$ cat src/rtl/mod_inv_binary.sv
// Modular inverse engine: inv = a^-1 mod m using binary extended Euclid,
// one reduction step per clock, with valid/ready handshakes and a status code.
module mod_inv_binary #(
  parameter int WIDTH = 17
) (
  input  logic             clk,
  input  logic             reset,
  input  logic             in_valid,
  output logic             in_ready,
  input  logic [WIDTH-1:0] a,
  input  logic [WIDTH-1:0] m,
  output logic             out_valid,
  input  logic             out_ready,
  output logic [WIDTH-1:0] inv,
  output logic [1:0]       status
);

  localparam logic [1:0] ST_OK      = 2'b00;
  localparam logic [1:0] ST_NOT_INV = 2'b01;
  localparam logic [1:0] ST_BAD_MOD = 2'b10;
  localparam logic [1:0] ST_A_RANGE = 2'b11;

  localparam logic [WIDTH-1:0] ONE   = WIDTH'(1);
  localparam logic [WIDTH-1:0] THREE = WIDTH'(3);

  typedef enum logic [1:0] {
    S_IDLE = 2'd0,
    S_RUN  = 2'd1,
    S_DONE = 2'd2
  } state_t;

  state_t           state_q;
  logic [WIDTH-1:0] u_q, v_q, x1_q, x2_q, m_q;
  logic [WIDTH-1:0] u_d, v_d, x1_d, x2_d;
  logic [WIDTH-1:0] inv_q;
  logic [1:0]       status_q;
  logic             out_valid_q;

  logic             accept;
  logic             bad_mod;
  logic             a_range;

  // Halve x modulo odd m: add m first when x is odd so the result stays exact.
  // The sum is formed one bit wider so x+m cannot overflow.
  function automatic logic [WIDTH-1:0] half_mod(input logic [WIDTH-1:0] x,
                                                input logic [WIDTH-1:0] md);
    logic [WIDTH:0] sum;
    sum = x[0] ? ({1'b0, x} + {1'b0, md}) : {1'b0, x};
    return sum[WIDTH:1];
  endfunction

  // (p - q) mod m for p, q in [0, m-1]; wraps by adding m at WIDTH+1 bits.
  function automatic logic [WIDTH-1:0] sub_mod(input logic [WIDTH-1:0] p,
                                               input logic [WIDTH-1:0] q,
                                               input logic [WIDTH-1:0] md);
    logic [WIDTH:0] diff;
    if (p >= q) diff = {1'b0, p} - {1'b0, q};
    else        diff = {1'b0, p} + {1'b0, md} - {1'b0, q};
    return diff[WIDTH-1:0];
  endfunction

  assign in_ready  = (state_q == S_IDLE) && !reset;
  assign accept    = in_valid && (state_q == S_IDLE);
  assign bad_mod   = !m[0] || (m < THREE);
  assign a_range   = (a >= m);

  assign out_valid = out_valid_q;
  assign inv       = inv_q;
  assign status    = status_q;

  // One Euclid step in priority order; only used when no terminal test fires.
  always_comb begin
    u_d  = u_q;
    v_d  = v_q;
    x1_d = x1_q;
    x2_d = x2_q;
    if (!u_q[0]) begin
      u_d  = u_q >> 1;
      x1_d = half_mod(x1_q, m_q);
    end else if (!v_q[0]) begin
      v_d  = v_q >> 1;
      x2_d = half_mod(x2_q, m_q);
    end else if (u_q >= v_q) begin
      u_d  = u_q - v_q;
      x1_d = sub_mod(x1_q, x2_q, m_q);
    end else begin
      v_d  = v_q - u_q;
      x2_d = sub_mod(x2_q, x1_q, m_q);
    end
  end

  // Control FSM with registered result, status and out_valid.
  always_ff @(posedge clk or posedge reset) begin
    if (reset) begin
      state_q     <= S_IDLE;
      u_q         <= '0;
      v_q         <= '0;
      x1_q        <= '0;
      x2_q        <= '0;
      m_q         <= '0;
      inv_q       <= '0;
      status_q    <= ST_OK;
      out_valid_q <= 1'b0;
    end else begin
      case (state_q)
        S_IDLE: begin
          if (accept) begin
            m_q <= m;
            if (bad_mod) begin
              inv_q       <= '0;
              status_q    <= ST_BAD_MOD;
              out_valid_q <= 1'b1;
              state_q     <= S_DONE;
            end else if (a_range) begin
              inv_q       <= '0;
              status_q    <= ST_A_RANGE;
              out_valid_q <= 1'b1;
              state_q     <= S_DONE;
            end else begin
              u_q     <= a;
              v_q     <= m;
              x1_q    <= ONE;
              x2_q    <= '0;
              state_q <= S_RUN;
            end
          end
        end
        S_RUN: begin
          if (u_q == ONE) begin
            inv_q       <= x1_q;
            status_q    <= ST_OK;
            out_valid_q <= 1'b1;
            state_q     <= S_DONE;
          end else if (v_q == ONE) begin
            inv_q       <= x2_q;
            status_q    <= ST_OK;
            out_valid_q <= 1'b1;
            state_q     <= S_DONE;
          end else if ((u_q == '0) || (v_q == '0)) begin
            inv_q       <= '0;
            status_q    <= ST_NOT_INV;
            out_valid_q <= 1'b1;
            state_q     <= S_DONE;
          end else begin
            u_q  <= u_d;
            v_q  <= v_d;
            x1_q <= x1_d;
            x2_q <= x2_d;
          end
        end
        S_DONE: begin
          if (out_ready) begin
            out_valid_q <= 1'b0;
            state_q     <= S_IDLE;
          end
        end
        default: begin
          out_valid_q <= 1'b0;
          state_q     <= S_IDLE;
        end
      endcase
    end
  end

endmodule
$ cat config.mk
export PLATFORM = sky130hd
export DESIGN_NAME = mod_inv_binary
export DESIGN_NICKNAME = d
export VERILOG_FILES = /design/src/rtl/mod_inv_binary.sv
export SDC_FILE = /design/constraint.sdc
export NUM_CORES = 1
export LEC_CHECK = 0
export CORE_MARGIN = 4
export CORE_UTILIZATION = 60
export CTS_CLUSTER_DIAMETER = 40
export CTS_CLUSTER_SIZE = 14
export DETAILED_ROUTE_END_ITERATION = 7
export MAX_ROUTING_LAYER = met4
export PLACE_DENSITY = 0.83
export SYNTH_ARGS = -nofsm -noshare
export SYNTH_HDL_FRONTEND = slang
export SYNTH_SLANG_ARGS = --single-unit
$ cat constraint.sdc
create_clock -name clk -period 5.2 [get_ports clk]
set_input_delay 1.56 -clock clk [delete_from_list [all_inputs] [get_ports clk]]
set_output_delay 1.56 -clock clk [all_outputs]
set_load 0.1 [all_outputs]
; ---- Word-level counts from Yosys, hierarchy flattened
; Cells that the tools add are included.
[word_totals]
latch_bits = 0
word_cells = 133
out_inout_bits = 21
mem_count = 0
reg_bits = 107
rom_bits = 0
in_bits = 38
ramBits = 0
[op_classes]
addsub = 8
shifts = 0
magnitude_cmp = 5
n_div = 0
eq_ne = 17
n_bitwise = 0
n_mul = 0
n_reduce_logical = 18
n_mux = 74
[op_table]
columns = cell, n
row1 = two-way mux 17 bit, 44
row2 = case mux 17 bit (2 select lines), 5
row3 = subtractor 17 bit, 6
row4 = >= comparator 17 bit, 4
row5 = adder 17 x 17 -> 18 bit, 2
row6 = two-way mux 18 bit, 2
row7 = "== test 17 x 1 -> 1 bit, second input constant", 2
row8 = logical NOT 17 bit, 2
row9 = two-way mux 2 bit, 13
row10 = AND reduction 9 bit, 2
row11 = "less-than comparator 17 x 2 -> 1 bit, second input constant", 1
row12 = "!= test 2 bit, second input constant", 8
row13 = "!= test 3 bit, second input constant", 4
row14 = AND reduction 4 bit, 2
row15 = AND reduction 8 bit, 1
row16 = two-way mux 1 bit, 7
row17 = AND reduction 7 bit, 1
row18 = case mux 2 bit (3 select lines), 1
row19 = "!= test 4 bit, second input constant", 1
row20 = case mux 2 bit (2 select lines), 1
row21 = case mux 1 bit (3 select lines), 1
row22 = AND reduction 3 bit, 1
row23 = "== test 2 x 1 -> 1 bit, second input constant", 1
row24 = "== test 2 bit, second input constant", 1
row25 = 6 further kinds, 9

; ---- Logic depth before layout (Yosys ltp)
; Gate-level depths: netlist of run 1.
[logic_depth]
word_depth = 10
depth_mapped = 19
depth_no_buf = 19

; ---- Least setup slack after synthesis of run 1
; Ideal clock, no wire load.
[synth_timing]
path_type = in2out
startpoint = input port reset
endpoint = output port in_ready
path_buffers = 0
path_stages = 1
setup_slack_ns = 0.053
arrival_time_ns = 3.587
required_time_ns = 3.640
cell_sequence = nor3_1
[synth_between]
elab_chain_len = 2
[synth_lines]
columns = item, line_no
row1 = start: declaration, 7  ; input logic reset,
row2 = logical NOT 1 bit (no source line), -
row3 = logical AND 1 bit, 62  ; assign in_ready = (state_q == S_IDLE) && !reset;
row4 = end: declaration, 9  ; output logic in_ready,
; Every way passes these cells.

; ---- Worst setup path in the final report of run 1
[layout_timing]
startpoint = register x2_q[1]
endpoint = register x2_q[15]
[layout_between]
elab_chain_len = 10
word_cells_on_any_way = 13
cone_classes = add/sub: 3 / order compare: 1 / mux: 9
[layout_lines]
columns = item, line_no
row1 = start: declaration, 33  ; logic [WIDTH-1:0] u_q, v_q, x1_q, x2_q, m_q;
row2 = start signal: assignment, 99  ; x2_q <= '0;
row3 = start signal: assignment, 123  ; x2_q <= '0;
row4 = start signal: assignment, 148  ; x2_q <= x2_d;
row5 = adder 17 x 17 -> 18 bit, 58  ; else diff = {1'b0, p} + {1'b0, md} - {1'b0, q};
row6 = subtractor 17 bit, 58
row7 = two-way mux 17 bit, 57  ; if (p >= q) diff = {1'b0, p} - {1'b0, q};
row8 = two-way mux 17 bit, 83  ; end else if (u_q >= v_q) begin
row9 = two-way mux 17 bit (*), 80  ; end else if (!v_q[0]) begin
row10 = two-way mux 17 bit (*), 77  ; if (!u_q[0]) begin
row11 = two-way mux 17 bit (*), 139  ; end else if ((u_q == '0) || (v_q == '0)) begin
row12 = two-way mux 17 bit (*), 134  ; end else if (v_q == ONE) begin
row13 = two-way mux 17 bit (*), 129  ; if (u_q == ONE) begin
row14 = case mux 17 bit (2 select lines) (*), 105  ; case (state_q)
; Mark *: on every way between the ends. The rest lies on a longest branch, timed or not. The select of a mux whose other input is x is not followed.
; A chain may end at the register's enable or synchronous reset.

==> metrics.md, run 1 <==
| Metric | Value |
|---|---|
| Outcome | finished clean |
| Final wirelength | 39500 um |
| Reg-to-reg startpoint | x2_q[1]$_DFFE_PP0P_ |
| Fin Clk Skew | 0.0103 ns |
| Final ANT Viol Nets | 0 |
| Fraction of layout cells with a size suffix above 1 | 0.0616 |
| Max_slew headroom | 0.336 |
| RSZ-0062 raised after global routing | false |
| Core ar. | 0.0204 sq mm |
| Cell count along the critical path | 17 |
| Slowest CP cell | dfrtp_1 |
| Post-cts gate resize count | 0 |
| Area delta synth->final | 8.75% |
| Flops & latches, synth | roughly 110 |
| Cts bufs inserted | 9 |
| R2r endpoint | x2_q[15]$_DFFE_PP0P_ |
| Drt drc | 0 |
| Worst hold path class | reg2reg |
| Critical Path Source | x2_q[1]$_DFFE_PP0P_ |
| Clock sinks | 107 |
| Worst-margin pin slew | 0.993 ns |
| MaxCap Viol Count | 0 |
| Congestion Overflow GR | 0 |
| Post-synth EDFFs | 0 |
| Via Count | 12206 |
| Max-slew violations | 0 |
| TritonCTS clock tree | done |
| Register area share after synthesis | 0.212 |
| Ports | 59 |
| GR Layer Usage met3 | 0.0322 |
| Die area | 0.0234 sq mm |
| Period minus WS final | 4.52 ns |
| Netlist Area Pre-Place | 0.0126 sq mm |
| CP Capture Point | x2_q[15]$_DFFE_PP0P_ |
| Leading cell types in the layout, fill and taps excluded | nand2_1 (162), ha_1 (151), inv_1 (128) |
| Crit. End Element | flop |
| DRT iter0 DRCs | 887 |
| Post-DP HPWL | 30500 um |
| Setup TNS | 0 ns |
| CTS clk-pin slew, worst paths | roughly 0.070 ns |
| # rows | 52 |
| Routability congestion estimate | 0.984 |
| Critical path required time | 5.44 ns |
| DRT Pass-1 Iters | 7 |
| Largest net degree at the start of global routing | 60 |
| CP Class | reg2reg |
| Flop2flop setup slack | between 0.6 and 0.7 ns |
| CTS Buffer Depth | 2 |
| Final core utilization | 0.671 |
| Clk_lat worst skew | 0.37 ns |
| Hold buffers post-CTS | 0 |
| Final hold violations | 0 |
| Initial core utilization | 0.617 |
| Final Setup Violations | 0 |
| Buf/Inv on CP | 1 |
| Die extent in y | 153 um |
| H-tree depth | 3 |
| Vias in the first global route | 11971 |
| Avg Cell Area, Syn | around 8.0 sq um |
| Worst R2R Path Depth | 17 |
| Grt met2 use | 0.538 |
| Port Buf Inserts | 58 |
| WL/cell | 21.2 um |
| Most used routing layer | met2 |
| Peak Freq | 221 MHz |
| All-Layer GR Usage | 0.339 |
| Unique cell type count in the Yosys netlist | 87 |
| GR Layer Usage met1 | 0.439 |
| Syn nets | around 1800 |
| Crit-path leading delay family | compound AO/OA/AOI/OAI gates |
| NumNets Final | 1785 |
| Crit path arrival time | 4.76 ns |
| Top_reg_cell synth | dfrtp_1 |
| Crit path launch type | flop |
| First-pass GRT wire length | 63000 um |
| Post-synthesis cell count | 1572 |
| Tcrit/Tclk final | 0.869 |
| Die width | ~150 um |
| Commonest non-fill, non-tap cell in the layout | nand2_1 |
| Vias per cell | between 6 and 7 |
| Crit-path cells | inv_1, fa_1, nor2b_1, o2111ai_1, a31oi_1, a2111o_1, and2_1, xor2_1, ha_1, nand2_1, nor3_1, o211ai_1, nand3_1, xnor2_1, o21ai_1, a21oi_1, o31ai_2 |
| Initial antenna violation count | 0 |
| Ant. Diodes | 0 |
| Biggest cell delay along the critical path | 0.53 ns |
| Largest fanout on the critical path | 7 |
| FFs w/ async S/R, synth | 1.00 |
| Post-CTS Setup Bufs | 0 |
| Syn. warnings | 0 |
| Clk root buf | clkbuf_16 |
-- sequential cells by signal, indices dropped and copies added (netlist names) --
signal,flops
x1_q,17
state_q,2
u_q,17
v_q,17
m_q,17
status,2
out_valid,1
inv,17
x2_q,17
-- layout make-up --
type                            count  area (sq um)
Clock buffer                       11           243
Clock inverter                      4          73.8
Fill cell                        1711          6710
Inverter                          130           490
Multi-Input combinational cell   1256          9110
Sequential cell                   107          2680
Tap cell                          270           338
Timing Repair Buffer               84           786
-- worst min-delay path by stage --
stage,startpoint,endpoint,slack [ns],cells past startpoint
6_report,inv[14]$_DFFE_PP0P_,inv[14]$_DFFE_PP0P_,0.47,2
5_1_grt,inv[10]$_DFFE_PP0P_,inv[10]$_DFFE_PP0P_,0.49,2
4_1_cts,inv[14]$_DFFE_PP0P_,inv[14]$_DFFE_PP0P_,0.47,2
3_5_place_dp,inv[14]$_DFFE_PP0P_,inv[14]$_DFFE_PP0P_,0.46,2
3_3_place_gp,inv[1]$_DFFE_PP0P_,inv[1]$_DFFE_PP0P_,0.45,2
2_1_floorplan,v_q[12]$_DFFE_PP0P_,v_q[12]$_DFFE_PP0P_,0.50,2
-- synth_stat cells (all sizes together), types with 9 or more instances --
library cell	count	share of area
a211oi	26	0.016
a21o	68	0.040
a21oi	103	0.042
a221oi	27	0.019
a22o	13	0.0090
a22oi	19	0.011
a31oi	15	0.0074
a32o	12	0.0095
and3	9	0.0045
buf	33	0.015
clkbuf	46	0.014
dfrtp	107	0.21
ha	151	0.15
inv	129	0.038
mux2	21	0.019
mux2i	12	0.0095
nand2	162	0.048
nand2b	17	0.0084
nand3	13	0.0056
nand4	21	0.010
nor2	94	0.028
nor2b	17	0.0084
nor3	40	0.016
nor4	20	0.0099
o211ai	28	0.017
o21a	19	0.011
o21ai	104	0.042
o21bai	15	0.0089
o31ai	18	0.012
xnor2	73	0.051
xor2	29	0.020
-- kinds of logic (layout without fill, tap and decap cells) --
group                    count (synthesis)  in the layout  synth area share
AND/OR/NAND/NOR                        422            422             0.156
multiplexers                            33             33            0.0283
AO/OA/AOI/OAI                          540            540             0.303
adder cells (fa/ha/maj)                159            159             0.162
buffers and inverters                  209            229            0.0678
flip-flops                             107            107             0.212
XOR/XNOR                               102            102            0.0708
-- worst register-to-register path, cell delays in order, from the launching register on --
cell and delay (ns):
dfrtp_1 0.53, inv_1 0.23, fa_1 0.51, nor2b_1 0.20
o2111ai_1 0.18, a31oi_1 0.35, a2111o_1 0.25, and2_1 0.19
xor2_1 0.27, ha_1 0.24, nand2_1 0.13, nor3_1 0.42
o211ai_1 0.23, nand3_1 0.18, xnor2_1 0.14, o21ai_1 0.07
a21oi_1 0.21, o31ai_2 0.09
-- routing by layer --
layer	routed length, um	vias to the layer above
met5	0	-
met4	1980	0
met3	2810	122
met2	18100	562
met1	16600	5750
li1	-	5772
-- per-stage QoR --
| stage | instance area, sq um | hold slack [ns] | setup slack, ns | std cells |
|---|---|---|---|---|
| final | 13700 | 0.465 | 0.681 | 1862 |
| after global placement | 13400 | 0.451 | 0.515 | 1847 |
| after detailed placement | 13400 | 0.456 | 0.372 | 1847 |
| after CTS | 13700 | 0.472 | 0.730 | 1862 |
| after global routing | 13700 | 0.491 | 0.488 | 1862 |
| after floorplan | 12600 | 0.497 | 0.0527 | 1572 |
Power of run 1 is left out: the tool's default activity adds up to more than one toggle a clock period on the data nets, which glitch-free logic cannot reach.
==> run 2: changes to the inputs <==
- CTS_CLUSTER_SIZE: 14 -> 20
==> results of run 2 <==
Same layout as run 1: the final DEF is identical, and so are final timing and power.
Power of run 2 is left out for the same reason.
